File: src/rtl/spi_flash_reader_pkg.sv
`default_nettype none
// ============================================================================
// Package  : spi_flash_pkg
// Purpose  : Shared state encoding and constants for the SPI flash burst reader.
// Revision : 1.0 - initial release
// ============================================================================
package spi_flash_pkg;

    typedef enum logic [2:0] {
        ST_IDLE  = 3'd0,
        ST_CMD   = 3'd1,
        ST_ADDR  = 3'd2,
        ST_DUMMY = 3'd3,
        ST_DATA  = 3'd4,
        ST_END   = 3'd5
    } state_e;

    localparam logic [7:0] CMD_READ      = 8'h03;
    localparam logic [7:0] CMD_FAST_READ = 8'h0B;

    // Chip-select high time (clk cycles) between the last slot and IDLE.
    localparam int T_CSH = 2;

    function automatic int max4(input int a, input int b, input int c, input int d);
        int m;
        m = a;
        if (b > m) m = b;
        if (c > m) m = c;
        if (d > m) m = d;
        return m;
    endfunction

endpackage
`default_nettype wire

File: src/rtl/spi_flash_reader_if.sv
`default_nettype none
// ============================================================================
// Interface: spi_flash_reader_if
// Purpose  : Core-side burst control, word stream and SPI flash pins.
// Revision : 1.0 - initial release
// ============================================================================
interface spi_flash_reader_if #(
    parameter int ADDR_W = 24,
    parameter int WORD_W = 32,
    parameter int LEN_W  = 16
);
    logic              IN_start;
    logic [ADDR_W-1:0] IN_addr;
    logic [LEN_W-1:0]  IN_len;
    logic              IN_cancel;
    logic              OUT_busy;
    logic              OUT_done;
    logic              OUT_abort;
    logic [WORD_W-1:0] OUT_word;
    logic              OUT_valid;
    logic              IN_ready;
    logic              OUT_sclk;
    logic              OUT_cs;
    logic              OUT_mosi;
    logic              IN_miso;

    modport slave (
        input  IN_start, IN_addr, IN_len, IN_cancel, IN_ready, IN_miso,
        output OUT_busy, OUT_done, OUT_abort, OUT_word, OUT_valid,
               OUT_sclk, OUT_cs, OUT_mosi
    );

    modport master (
        output IN_start, IN_addr, IN_len, IN_cancel, IN_ready, IN_miso,
        input  OUT_busy, OUT_done, OUT_abort, OUT_word, OUT_valid,
               OUT_sclk, OUT_cs, OUT_mosi
    );
endinterface
`default_nettype wire

File: src/rtl/spi_flash_reader_bit_phase.sv
`default_nettype none
// ============================================================================
// Module   : spi_bit_phase
// Purpose  : Two-cycle SPI bit slot (L then H) with a stall gate held in L.
// Revision : 1.0 - initial release
// ============================================================================
module spi_bit_phase (
    input  logic clk,
    input  logic rst,
    input  logic run_i,
    input  logic stall_i,
    output logic sclk_o,
    output logic slot_end_o
);
    logic phase_q;
    logic phase_d;

    always_comb begin
        phase_d = 1'b0;
        if (run_i && !phase_q) begin
            phase_d = !stall_i;
        end
    end

    always_ff @(posedge clk) begin
        if (rst) begin
            phase_q <= 1'b0;
        end else begin
            phase_q <= phase_d;
        end
    end

    assign sclk_o     = phase_q;
    assign slot_end_o = run_i & phase_q;

endmodule
`default_nettype wire

File: src/rtl/spi_flash_reader.sv
`default_nettype none
// ============================================================================
// Module   : spi_flash_reader
// Purpose  : SPI mode-0 flash burst reader streaming words over valid/ready.
// Revision : 1.0 - initial release
// ============================================================================
module spi_flash_reader
    import spi_flash_pkg::*;
#(
    parameter int         ADDR_W = 24,
    parameter int         WORD_W = 32,
    parameter int         LEN_W  = 16,
    parameter logic [7:0] CMD    = CMD_READ,
    parameter int         DUMMY  = 0
) (
    input  logic              clk,
    input  logic              rst,
    spi_flash_reader_if.slave bus
);
    localparam int CNT_W = $clog2(max4(ADDR_W, WORD_W, DUMMY, 8)) + 1;
    localparam int TX_W  = 8 + ADDR_W;

    localparam logic [CNT_W-1:0] c_CMD_LAST   = CNT_W'(7);
    localparam logic [CNT_W-1:0] c_ADDR_LAST  = CNT_W'(ADDR_W - 1);
    localparam logic [CNT_W-1:0] c_DUMMY_LAST = CNT_W'((DUMMY > 0) ? DUMMY - 1 : 0);
    localparam logic [CNT_W-1:0] c_WORD_LAST  = CNT_W'(WORD_W - 1);
    localparam logic [CNT_W-1:0] c_CSH_LAST   = CNT_W'(T_CSH - 1);
    localparam state_e           c_AFTER_ADDR = (DUMMY > 0) ? ST_DUMMY : ST_DATA;

    state_e             state_q,  state_d;
    logic [CNT_W-1:0]   cnt_q,    cnt_d;
    logic [TX_W-1:0]    tx_q,     tx_d;
    logic [LEN_W-1:0]   rem_q,    rem_d;
    logic [WORD_W-1:0]  shreg_q,  shreg_d;
    logic [WORD_W-1:0]  word_q,   word_d;
    logic               mosi_q,   mosi_d;
    logic               cs_q,     cs_d;
    logic               busy_q,   busy_d;
    logic               done_q,   done_d;
    logic               abort_q,  abort_d;
    logic               cancel_q, cancel_d;
    logic               load_q,   load_d;
    logic               valid_q,  valid_d;

    logic w_active;
    logic w_run;
    logic w_stall;
    logic w_sclk;
    logic w_slot_end;

    assign w_active = (state_q == ST_CMD) || (state_q == ST_ADDR) ||
                      (state_q == ST_DUMMY) || (state_q == ST_DATA);
    assign w_run    = w_active && !bus.IN_cancel;
    // Only the final bit of a word may be held, and only while the previous word is unaccepted.
    assign w_stall  = (state_q == ST_DATA) && (cnt_q == c_WORD_LAST) &&
                      valid_q && !bus.IN_ready;

    spi_bit_phase u_phase (
        .clk        (clk),
        .rst        (rst),
        .run_i      (w_run),
        .stall_i    (w_stall),
        .sclk_o     (w_sclk),
        .slot_end_o (w_slot_end)
    );

    always_comb begin
        state_d  = state_q;
        cnt_d    = cnt_q;
        tx_d     = tx_q;
        rem_d    = rem_q;
        shreg_d  = shreg_q;
        word_d   = word_q;
        mosi_d   = mosi_q;
        cs_d     = cs_q;
        busy_d   = busy_q;
        done_d   = 1'b0;
        abort_d  = 1'b0;
        cancel_d = cancel_q;
        load_d   = 1'b0;
        valid_d  = valid_q;

        unique case (state_q)
            ST_IDLE: begin
                if (bus.IN_start && !bus.IN_cancel) begin
                    if (bus.IN_len != '0) begin
                        state_d  = ST_CMD;
                        cnt_d    = '0;
                        tx_d     = {CMD, bus.IN_addr};
                        mosi_d   = CMD[7];
                        cs_d     = 1'b0;
                        busy_d   = 1'b1;
                        rem_d    = bus.IN_len;
                        cancel_d = 1'b0;
                    end else begin
                        done_d = 1'b1;
                    end
                end
            end

            ST_CMD, ST_ADDR, ST_DUMMY, ST_DATA: begin
                if (bus.IN_cancel) begin
                    state_d  = ST_END;
                    cnt_d    = '0;
                    cs_d     = 1'b1;
                    mosi_d   = 1'b0;
                    cancel_d = 1'b1;
                end else if (w_slot_end) begin
                    // Zeros fill behind the command/address, so MOSI idles low afterwards.
                    tx_d   = {tx_q[TX_W-2:0], 1'b0};
                    mosi_d = tx_q[TX_W-2];
                    cnt_d  = cnt_q + CNT_W'(1);
                    if (state_q == ST_CMD && cnt_q == c_CMD_LAST) begin
                        state_d = ST_ADDR;
                        cnt_d   = '0;
                    end else if (state_q == ST_ADDR && cnt_q == c_ADDR_LAST) begin
                        state_d = c_AFTER_ADDR;
                        cnt_d   = '0;
                    end else if (state_q == ST_DUMMY && cnt_q == c_DUMMY_LAST) begin
                        state_d = ST_DATA;
                        cnt_d   = '0;
                    end else if (state_q == ST_DATA) begin
                        shreg_d = {shreg_q[WORD_W-2:0], bus.IN_miso};
                        if (cnt_q == c_WORD_LAST) begin
                            cnt_d  = '0;
                            load_d = 1'b1;
                            rem_d  = rem_q - LEN_W'(1);
                            if (rem_q == LEN_W'(1)) begin
                                state_d = ST_END;
                                cs_d    = 1'b1;
                                mosi_d  = 1'b0;
                            end
                        end
                    end
                end
            end

            ST_END: begin
                mosi_d = 1'b0;
                if (cnt_q == c_CSH_LAST) begin
                    state_d = ST_IDLE;
                    cnt_d   = '0;
                    busy_d  = 1'b0;
                    done_d  = 1'b1;
                    abort_d = cancel_q;
                end else begin
                    cnt_d = cnt_q + CNT_W'(1);
                end
            end

            default: begin
                state_d = ST_IDLE;
            end
        endcase

        // Output slot lives outside the FSM so a pending word survives END and IDLE.
        if (load_q) begin
            word_d  = shreg_q;
            valid_d = 1'b1;
        end else if (valid_q && bus.IN_ready) begin
            valid_d = 1'b0;
        end
    end

    always_ff @(posedge clk) begin
        if (rst) begin
            state_q  <= ST_IDLE;
            cnt_q    <= '0;
            tx_q     <= '0;
            rem_q    <= '0;
            shreg_q  <= '0;
            word_q   <= '0;
            mosi_q   <= 1'b0;
            cs_q     <= 1'b1;
            busy_q   <= 1'b0;
            done_q   <= 1'b0;
            abort_q  <= 1'b0;
            cancel_q <= 1'b0;
            load_q   <= 1'b0;
            valid_q  <= 1'b0;
        end else begin
            state_q  <= state_d;
            cnt_q    <= cnt_d;
            tx_q     <= tx_d;
            rem_q    <= rem_d;
            shreg_q  <= shreg_d;
            word_q   <= word_d;
            mosi_q   <= mosi_d;
            cs_q     <= cs_d;
            busy_q   <= busy_d;
            done_q   <= done_d;
            abort_q  <= abort_d;
            cancel_q <= cancel_d;
            load_q   <= load_d;
            valid_q  <= valid_d;
        end
    end

    assign bus.OUT_sclk  = w_sclk;
    assign bus.OUT_cs    = cs_q;
    assign bus.OUT_mosi  = mosi_q;
    assign bus.OUT_busy  = busy_q;
    assign bus.OUT_done  = done_q;
    assign bus.OUT_abort = abort_q;
    assign bus.OUT_word  = word_q;
    assign bus.OUT_valid = valid_q;

endmodule
`default_nettype wire

File: src/flat_wrapper.sv
// flat-port wrapper written by rule: the top's interface ports become plain ports
module spi_flash_reader_flat import spi_flash_pkg::*;
#(
    parameter int         ADDR_W = 24,
    parameter int         WORD_W = 32,
    parameter int         LEN_W  = 16,
    parameter logic [7:0] CMD    = CMD_READ,
    parameter int         DUMMY  = 0
)
  (clk, rst, bus_IN_start, bus_IN_addr, bus_IN_len, bus_IN_cancel, bus_IN_ready, bus_IN_miso, bus_OUT_busy, bus_OUT_done, bus_OUT_abort, bus_OUT_word, bus_OUT_valid, bus_OUT_sclk, bus_OUT_cs, bus_OUT_mosi);
  spi_flash_reader_if #(.ADDR_W(ADDR_W), .WORD_W(WORD_W), .LEN_W(LEN_W)) bus_i ();
  input  logic clk;
  input  logic rst;
  input wire logic [$bits(bus_i.IN_start)-1:0] bus_IN_start;
  input wire logic [$bits(bus_i.IN_addr)-1:0] bus_IN_addr;
  input wire logic [$bits(bus_i.IN_len)-1:0] bus_IN_len;
  input wire logic [$bits(bus_i.IN_cancel)-1:0] bus_IN_cancel;
  input wire logic [$bits(bus_i.IN_ready)-1:0] bus_IN_ready;
  input wire logic [$bits(bus_i.IN_miso)-1:0] bus_IN_miso;
  output wire logic [$bits(bus_i.OUT_busy)-1:0] bus_OUT_busy;
  output wire logic [$bits(bus_i.OUT_done)-1:0] bus_OUT_done;
  output wire logic [$bits(bus_i.OUT_abort)-1:0] bus_OUT_abort;
  output wire logic [$bits(bus_i.OUT_word)-1:0] bus_OUT_word;
  output wire logic [$bits(bus_i.OUT_valid)-1:0] bus_OUT_valid;
  output wire logic [$bits(bus_i.OUT_sclk)-1:0] bus_OUT_sclk;
  output wire logic [$bits(bus_i.OUT_cs)-1:0] bus_OUT_cs;
  output wire logic [$bits(bus_i.OUT_mosi)-1:0] bus_OUT_mosi;
  assign bus_i.IN_start = bus_IN_start;
  assign bus_i.IN_addr = bus_IN_addr;
  assign bus_i.IN_len = bus_IN_len;
  assign bus_i.IN_cancel = bus_IN_cancel;
  assign bus_i.IN_ready = bus_IN_ready;
  assign bus_i.IN_miso = bus_IN_miso;
  assign bus_OUT_busy = bus_i.OUT_busy;
  assign bus_OUT_done = bus_i.OUT_done;
  assign bus_OUT_abort = bus_i.OUT_abort;
  assign bus_OUT_word = bus_i.OUT_word;
  assign bus_OUT_valid = bus_i.OUT_valid;
  assign bus_OUT_sclk = bus_i.OUT_sclk;
  assign bus_OUT_cs = bus_i.OUT_cs;
  assign bus_OUT_mosi = bus_i.OUT_mosi;
  spi_flash_reader #(.ADDR_W(ADDR_W), .WORD_W(WORD_W), .LEN_W(LEN_W), .CMD(CMD), .DUMMY(DUMMY)) u_core (.clk(clk), .rst(rst), .bus(bus_i));
endmodule
File: config.mk
export PLATFORM = sky130hd
export DESIGN_NAME = spi_flash_reader_flat
export DESIGN_NICKNAME = d
export VERILOG_FILES = /design/src/rtl/spi_flash_reader_pkg.sv /design/src/rtl/spi_flash_reader_if.sv /design/src/rtl/spi_flash_reader_bit_phase.sv /design/src/rtl/spi_flash_reader.sv /design/src/flat_wrapper.sv
export SDC_FILE = /design/constraint.sdc
export NUM_CORES = 1
export LEC_CHECK = 0
export ABC_AREA = 1
export BUFFER_PORTS_ARGS = -buffer_cell sky130_fd_sc_hd__buf_4
export CORE_AREA = 2 2 140 142
export CTS_BUF_LIST = sky130_fd_sc_hd__clkbuf_8
export CTS_CLUSTER_SIZE = 28
export DETAILED_ROUTE_END_ITERATION = 16
export DIE_AREA = 0 0 142 144
export PLACE_DENSITY = 0.55
export SLEW_MARGIN = 20
export SYNTH_ARGS = -nofsm -noshare
export SYNTH_HDL_FRONTEND = slang
export SYNTH_SLANG_ARGS = --single-unit
export TNS_END_PERCENT = 5
File: constraint.sdc
create_clock -name clk -period 1.9 [get_ports clk]
set_clock_uncertainty 0.2 [all_clocks]
set_input_delay 0.19 -clock clk [delete_from_list [all_inputs] [get_ports clk]]
set_output_delay 0.19 -clock clk [all_outputs]
set_load 0.02 [all_outputs]
Word-level counts from Yosys, hierarchy flattened. Cells that the tools add are included.

Add/subtract/negate cells: 2. Multipliers: 0. Divide/modulo/power cells: 0. Magnitude comparators: 0. Eq/ne operators: 31. Shifts and indexed selects: 0. Multiplexer cells: 71. Bitwise logic cells: 11. Reduce and logical (&&, ||, !) cells: 36.

Operators by type and width (number): 2-to-1 mux 16 bit (9); 2-to-1 mux 31 bit (4); one-hot mux 31 bit (2 select lines) (1); 2-to-1 mux 6 bit (10); 2-to-1 mux 3 bit (11); one-hot mux 16 bit (2 select lines) (1); 2-to-1 mux 1 bit (28); AND reduction 10 bit (2); inequality test 6 x 2 -> 1 bit (second input constant) (3); one-hot mux 6 bit (3 select lines) (1); equality test 16 x 1 -> 1 bit (second input constant) (1); nonzero test 16 bit (1); subtractor 16 x 1 -> 16 bit (second input constant) (1); AND reduction 7 bit (2); equality test 6 x 5 -> 1 bit (second input constant) (2); inequality test 2 bit (second input constant) (6); inequality test 3 bit (second input constant) (4); AND reduction 4 bit (3); logical AND 1 bit (10); inequality test 2 x 1 -> 1 bit (second input constant) (5); inverter 1 bit (10); inequality test 3 x 2 -> 1 bit (second input constant) (3); one-hot mux 3 bit (3 select lines) (1); one-hot mux 1 bit (2 select lines) (4); other kinds (19) (28).

Register bits after elaboration: 129. Latch bits: 0. Memory bits (writable): 0. ROM bits: 0. Input port bits: 46. Word-level logic and storage cells: 166. Memories kept: 0.

Logic depth before layout (Yosys ltp). Gate-level depths: netlist of run 1.

Word-level depth: 10. Gate-level depth with buffers: 12. Gate-level depth less buffers: 12.

By module. From an unflattened synthesis of run 1, not the netlist that was laid out.

Cells, all modules: 861. Area total of the unflattened synthesis: 5840.6 sq um.

Modules (own cells, without submodules): spi_flash_reader (instances 1, cells each 852, area each 5790.6 sq um, seq. area each 2562.5 sq um); spi_bit_phase (instances 1, cells each 9, area each 50.0 sq um, seq. area each 20.0 sq um).

Worst setup path before layout of run 1. OpenSTA, ideal clock, no wires.

Kind: reg-to-reg. Start: reg u_core.cnt_q[0]. End: reg u_core.rem_q[10]. Library setup time: 116 ps. Data arrival time: 1467 ps. Required time: 1584 ps. Path slack: 117 ps. Stages on the path, launching flop included: 12. Path buffers: 1. Period minus slack after synthesis: 1783 ps. Cells stage by stage: dfxtp_1 ha_1 nand3_1 nor2_1 nor2_1 nor2_1 nand2_2 nor2_4 inv_2 buf_2 nor2_1 nor2_1.

Cells in the longest elaborated chain, start to end: 4. Elaborated cells on any way between the ends: 12. Classes of those cells: eq/ne (7); reduce/logical (5).

Ends and longest elaborated chain: start, declared (line spi_flash_reader.sv:31) `logic [CNT_W-1:0] cnt_q, cnt_d;`; start signal, assigned (line spi_flash_reader.sv:183) `cnt_q <= cnt_d;`; equality test 6 x 3 -> 1 bit, or another cell as far along (line spi_flash_reader.sv:113) `if (state_q == ST_CMD && cnt_q == c_CMD_LAST) begin`; logical AND 1 bit (on tied branches) (line spi_flash_reader.sv:113, spi_flash_reader.sv:116, spi_flash_reader.sv:119); inequality test 2 bit (no line); AND reduction 10 bit (no line) (*); end signal, assigned (line spi_flash_reader.sv:185) `rem_q <= rem_d;`; end, declared (line spi_flash_reader.sv:33) `logic [LEN_W-1:0] rem_q, rem_d;`.

Every way passes the cells marked *; elsewhere a longest branch is shown, timed or not. A chain may end at the register's enable or synchronous reset.

Worst setup path in the final report of run 1.
Start: reg u_core.cnt_q[0]. End: reg u_core.rem_q[7].

The elaborated chain is that of the path after synthesis.

==> impl_metrics.csv, run 1 <==
group,metric,value,unit
routing,met3_length,788,um
synth,synthCells,895,
global_routing,grt_max_degree,66,
synth,async_reset_ff_share,0,%
global_routing,grt_pass1_vias,5080,
timing,holdWs,0.00175,ns
pwr,p_leak,3.65,nW
routing,vias,5730,
synth,synth_area_leaders,"dfxtp_1 43%, nand2_1 12%, nor2_1 10%",
clock_tree,cts_tree,"built",
run,drv_cap,0,
timing,hold_viol,0,
synth,synth_enable_flop_cells,0,
place,portBuffers,84,
clock_tree,clk_latency,0.45,ns
clock_tree,clock-root-buffer,"clkbuf_8",
floorplanning,io_pins,85,
synth,synth_most_common_cell,"nand2_1",
synth,synth_common_cells,"187 x nand2_1, 164 x nor2_1, 129 x dfxtp_1",
timing,worst_pin_slew,0.428,ns
critical_path,worst-setup-path-type,"flip-flop to flip-flop",
place,gp_congestion,0.859,
layout,syn2layout_area_growth,34.4,%
routing,top_layer_used,"met4",
pwr,intPower,7.36,mW
place,hpwl,9.71,mm
critical_path,startpoint_type,"flip-flop",
timing,maxSlewHeadroom,71.3,%
clock_tree,clk_pin_slew_worst_paths,0.08,ns
synth,synth_top_area_share,43.5,%
global_routing,antenna_found_initial,0,
timing,min_period,1.82,ns
synth,synth-seq-cells,129,
global_routing,grt_pass1_wl,24.3,mm
pwr,sw_frac_of_total,42.1,%
timing,drv_slew,0,
routing,wire_per_inst,12.2,um
pwr,power_frac_clock,21.6,%
clock_tree,cts_buffer_depth,2,
floorplanning,core_area,0.0191,mm^2
routing,first_pass_iters,5,
routing,drt_iter0_drc,194,
routing,drtAntennaViolNets,0,
routing,drc,0,
routing,met2_length,6.85,mm
floorplanning,initial_core_util,31.1,%
floorplanning,die_y,144,um
floorplanning,die_w,142,um
critical_path,crit_top_cell,"nor2_1",
synth,ys_types,30,
floorplanning,fp-row-count,51,
layout,fin_util,41.9,%
clock_tree,clock_sinks,129,
routing,drt_wl_total,15.5,mm
layout,num_antenna_cells,0,
synth,synthFlopType,"dfxtp_1",
pwr,switchingPower,5.36,mW
synth,synth_top_area_cell,"dfxtp_1",
critical_path,r2r_slack,0.08,ns
worst_hold_path,hp-class,"primary input to flip-flop",
critical_path,cp_slowest_cell,"dfxtp_2",
critical_path,cpPeakStageDelay,0.33,ns
routing,wl_met1,7.67,mm
critical_path,crit_path_end_kind,"flip-flop",
clock_tree,cts_max_level,4,
timing,period_share,96.0,%
global_routing,grt_usage,14.9,%
pwr,p_comb_share,49.6,%
synth,syn_avg_cell_area,6.64,um^2
critical_path,cp_data_arrival_time,1.97,ns
timing,finalSetupViolCount,0,
synth,yosysSeqAreaShare,43.5,%
pwr,p_per_area,1590,mW/mm^2
layout,final_layout_size_suffix_gt1_share,17.6,%
routing,viasPerCell,4.49,
pwr,seqPwrFrac,28.8,%
layout,fin_nets,1075,
critical_path,cp_max_fo,9,
clock_tree,cts_made_buffers,17,
synth,yosys_warnings,0,
pwr,vdd_drop_max,757,uV
global_routing,grt-ovfl-total,0,
floorplanning,die_area,0.0204,mm^2
critical_path,crit_chain,"ha_2 -> nand3_1 -> nor2_1 -> nor2_1 -> nor2_1 -> nand2_2 -> nor2_4 -> buf_4 -> nand3_1 -> nand2_1 -> nor2_1",
critical_path,required,2.05,ns
synth,syn_nets,946,
timing,max_freq,548,MHz
synth,syn_area,0.00594,mm^2
outcome,status,"completed",
## per-layer routing
layer  global-route usage, %  up-vias
met5                       0        -
met4                    5.16        0
met3                    4.37       15
met2                    24.2       98
met1                    18.9     2539
li1                        -     3078
## flip-flops by register name (all words and copies together), names as in the netlist
name                   flops
u_core.bus.OUT_word       32
u_core.shreg_q            32
u_core.tx_q               31
u_core.rem_q              16
u_core.cnt_q               6
u_core.state_q             3
u_core.bus.OUT_abort       1
u_core.bus.OUT_busy        1
u_core.bus.OUT_cs          1
u_core.bus.OUT_done        1
u_core.bus.OUT_mosi        1
u_core.bus.OUT_valid       1
u_core.cancel_q            1
u_core.load_q              1
u_core.u_phase.sclk_o      1
## power groups by stage
stage	registers (mW)	logic (mW)	clock network, mW
2_1_floorplan	3.67	4.35	0
3_3_place_gp	3.69	5.81	0
3_5_place_dp	3.71	5.81	0
4_1_cts	3.65	5.94	2.81
5_1_grt	3.73	7.22	2.93
6_report	3.66	6.31	2.75
## placed cells by master, fill, tap and decap left out, drive strengths merged
cell type / instances
nand2: 191
nor2: 167
dfxtp: 129
inv: 111
o21ai: 110
buf: 110
a21oi: 81
dlygate4sd3: 44
nand3: 39
clkbuf: 19
nand4: 8
bufinv: 5
ha: 5
nor3: 3
or2: 3
clkinvlp: 3
xnor2: 2
xor2: 2
clkinv: 2
a31oi: 1
o21bai: 1
nor3b: 1
## what timing repair did
item | CTS | global route
resized for setup | 3 | 25
buffers inserted | 0 | 4
gates cloned | 0 | 1
hold buffers | 38 | 6
endpoints found under the setup margin | 6 | 59
pin swaps | 0 | 8
endpoints found under the hold margin | 46 | 6
## final cells by class
| class | count | area [um^2] |
|---|---|---|
| flip-flops and latches | 129 | 2590 |
| inverters | 107 | 402 |
| multi-input cells | 614 | 2830 |
| well taps | 238 | 298 |
| clock buffers | 18 | 248 |
| clock inverters | 14 | 211 |
| repair buffers | 155 | 1400 |
| fillers | 1998 | 11100 |
## logic make-up (layout without fill, tap and decap cells)
logic type / Yosys count / in the layout / share of synthesized area, %
fa+ha+maj: 5 / 5 / 1.05
flops: 129 / 129 / 43.5
buf+inv: 152 / 294 / 10.2
compound gates: 193 / 193 / 16.5
xor+xnor: 4 / 4 / 0.590
simple gates: 412 / 412 / 28.2
## critical path: cells and delay by family (launching register included)
kind,cells,cell delay (ns)
and+or+nand+nor,9,0.84
DFF,1,0.33
adders and majority gates,1,0.18
buffers and inverters,1,0.17
## path summary, 6_finish.rpt
| path | end | depth (start not counted) | start |
|---|---|---|---|
| worst max-delay path | u_core.rem_q[7] | 11 | u_core.cnt_q[0] |
| worst min-delay path | u_core.bus.OUT_done | 6 | bus_IN_len[3] |
| worst max register to register | u_core.rem_q[7] | 11 | u_core.cnt_q[0] |
| worst min register to register | u_core.bus.OUT_abort | 2 | u_core.cancel_q |
## through the flow
stage / TNS (ns) / cells / setup WS (ns) / instance area, um^2 / power [mW]
4_1_cts: 0 / 1264 / 0.00816 / 7780 / 12.4
3_3_place_gp: -0.245 / 1194 / -0.0927 / 6930 / 9.50
5_1_grt: -0.0212 / 1275 / -0.00495 / 7990 / 13.9
2_1_floorplan: 0 / 895 / 0.117 / 5940 / 8.03
3_5_place_dp: -0.129 / 1194 / -0.0598 / 6930 / 9.51
6_report: 0 / 1275 / 0.0766 / 7990 / 12.7
No activity file was read; power rests on OpenSTA's default activity.
==> run 2: changes to the inputs <==
--- a/config.mk
+++ b/config.mk
@@ -7,12 +7,14 @@
 export LEC_CHECK = 0
 export ABC_AREA = 1
 export BUFFER_PORTS_ARGS = -buffer_cell sky130_fd_sc_hd__buf_4
-export CORE_AREA = 2 2 140 142
+export CELL_PAD_IN_SITES_DETAIL_PLACEMENT = 2
+export CELL_PAD_IN_SITES_GLOBAL_PLACEMENT = 2
+export CORE_AREA = 2 2 147 149
 export CTS_BUF_LIST = sky130_fd_sc_hd__clkbuf_8
 export CTS_CLUSTER_SIZE = 28
 export DETAILED_ROUTE_END_ITERATION = 16
-export DIE_AREA = 0 0 142 144
-export PLACE_DENSITY = 0.55
+export DIE_AREA = 0 0 149 151
+export PLACE_DENSITY = 0.8
 export SLEW_MARGIN = 20
 export SYNTH_ARGS = -nofsm -noshare
 export SYNTH_HDL_FRONTEND = slang
==> run 2 against run 1 <==
Routed wire length rose by 34%. Sequential share of layout area fell by 0.43 points. Flip-flop and latch count did not move. Final cell count rose by 3.4%. Sequential power rose by 1%. Highest routed layer unchanged.
==> impl_metrics.csv, run 2 (synthesis results as in run 1) <==
group,metric,value,unit
layout,fillers,2482,
place,gp_congestion,0.797,
layout,final_cell_mix,"181 x nand2_1, 150 x nor2_1, 123 x dfxtp_1",
pwr,p_leak,3.68,nW
clock_tree,clk_latency,0.47,ns
timing,max_freq,533,MHz
timing,period_share,98.8,%
global_routing,antenna_found_initial,0,
timing,hold_viol,0,
critical_path,r2r_slack,0.02,ns
floorplanning,io_pins,85,
timing,worst_pin_slew,0.429,ns
layout,final_layout_size_suffix_gt1_share,19.5,%
timing,min_period,1.88,ns
floorplanning,fp-row-count,53,
pwr,vdd_drop_max,562,uV
clock_tree,cts_buffer_depth,2,
timing,finalSetupViolCount,0,
place,portBuffers,84,
routing,drt_wl_total,20.8,mm
floorplanning,die_area,0.0225,mm^2
layout,final_common_cell,"nand2_1",
timing,worst_slack,0.0232,ns
critical_path,crit_path_end_kind,"flip-flop",
place,hpwl,13.0,mm
floorplanning,initial_core_util,28.5,%
global_routing,grt_pass1_wl,33.8,mm
floorplanning,die_y,151,um
routing,drtAntennaViolNets,0,
critical_path,worst-setup-path-type,"flip-flop to flip-flop",
floorplanning,core_area,0.0208,mm^2
global_routing,grt_max_degree,66,
clock_tree,clk_pin_slew_worst_paths,0.10,ns
outcome,status,"completed",
routing,viasPerCell,4.72,
layout,fin_nets,1081,
run,drv_cap,0,
layout,num_antenna_cells,0,
clock_tree,cts_max_level,4,
global_routing,grt-ovfl-total,0,
routing,first_pass_iters,5,
timing,drv_slew,0,
place,place_area,0.00702,mm^2
worst_hold_path,hp-class,"primary input to flip-flop",
critical_path,cp_max_fo,15,
layout,syn2layout_area_growth,36.2,%
layout,final_area,0.00809,mm^2
timing,rsz0062_at_grt,"true",
place,pre_cts_slack,-0.109,ns
clock_tree,cts_made_buffers,17,
clock_tree,clock-root-buffer,"clkbuf_8",
global_routing,grt_pass1_vias,6849,
critical_path,cp_data_arrival_time,2.04,ns
floorplanning,die_w,149,um
clock_tree,cts_tree,"built",
critical_path,startpoint_type,"flip-flop",
global_routing,grt_usage,18.8,%
routing,wire_per_inst,15.8,um
timing,setup-tns-final,0,ns
timing,maxSlewHeadroom,71.3,%
routing,vias,6226,
pwr,p_per_area,1650,mW/mm^2
routing,drc,0,
critical_path,required,2.06,ns
routing,drt_iter0_drc,158,
clock_tree,clock_sinks,129,
[run 2: cell types whose count changed in the layout (fill, tap and decap cells not counted), sizes merged]
cell         before  now
buf             110  116
inv             111  117
bufinv            5    2
clkinvlp          3    0
clkbuf           19   17
clkinv            2    3
dlygate4sd3      44   45
[run 2: power breakdown]
group	leakage, nW	switching, mW	internal [mW]	total [mW]
Clock	0.224	1.39	1.26	2.65
Combinational	2.40	4.44	2.54	6.97
Sequential	1.05	0.393	3.32	3.71
[run 2: what timing repair did]
item	4_1_cts	5_1_grt
buffers inserted	0	5
setup endpoints to repair	5	61
hold buffers	46	0
pin swaps	0	8
gates cloned	0	0
endpoints found under the hold margin	56	0
resized for setup	5	47
[run 2: cell type report]
cell class / count / area (um^2) / share of cell area, %
clock buffer: 17 / 234 / 2.89
clock inverter: 15 / 206 / 2.55
inverter: 107 / 407 / 5.02
multi-input combinational: 614 / 2890 / 35.7
sequential: 129 / 2590 / 32.0
tap: 275 / 344 / 4.25
timing repair buffer: 161 / 1430 / 17.6
[run 2: final timing paths]
| path | from | endpoint | cells after the start |
|---|---|---|---|
| max | u_core.state_q[1] | u_core.rem_q[12] | 10 |
| max reg2reg | u_core.state_q[1] | u_core.rem_q[12] | 10 |
| min reg2reg | u_core.shreg_q[9] | u_core.shreg_q[9] | 2 |
| min | bus_IN_len[4] | u_core.bus.OUT_done | 6 |
[run 2: metal layers]
metal  up-vias  track usage (%)  routed length (um)
met1      3038             21.0                8770
li1       3083                -                   -
met3        28             3.86                 601
met2        77             35.9               11100
met5         -                0                   0
met4         0             5.33                 334
[run 2: worst max-delay path, stage by stage (launching register included)]
cell     delay (ns)
dfxtp_2        0.36
nor2_4         0.21
buf_4          0.15
a21oi_1        0.08
nor2_1         0.15
nand2_2        0.09
nor2_4         0.15
inv_2          0.06
buf_12         0.15
nor2_1         0.13
nor2_1         0.05
[run 2: metrics by stage]
stage	util (%)	hold slack, ns	cells	total power, mW
after CTS	38.1	0.0486	1314	13.0
after floorplan	-	0.0591	895	8.03
after global routing	38.9	0.0269	1318	14.6
final	38.9	0.0302	1318	13.3
after detailed placement	33.7	0.258	1236	10.1
after global placement	33.7	0.244	1236	9.86
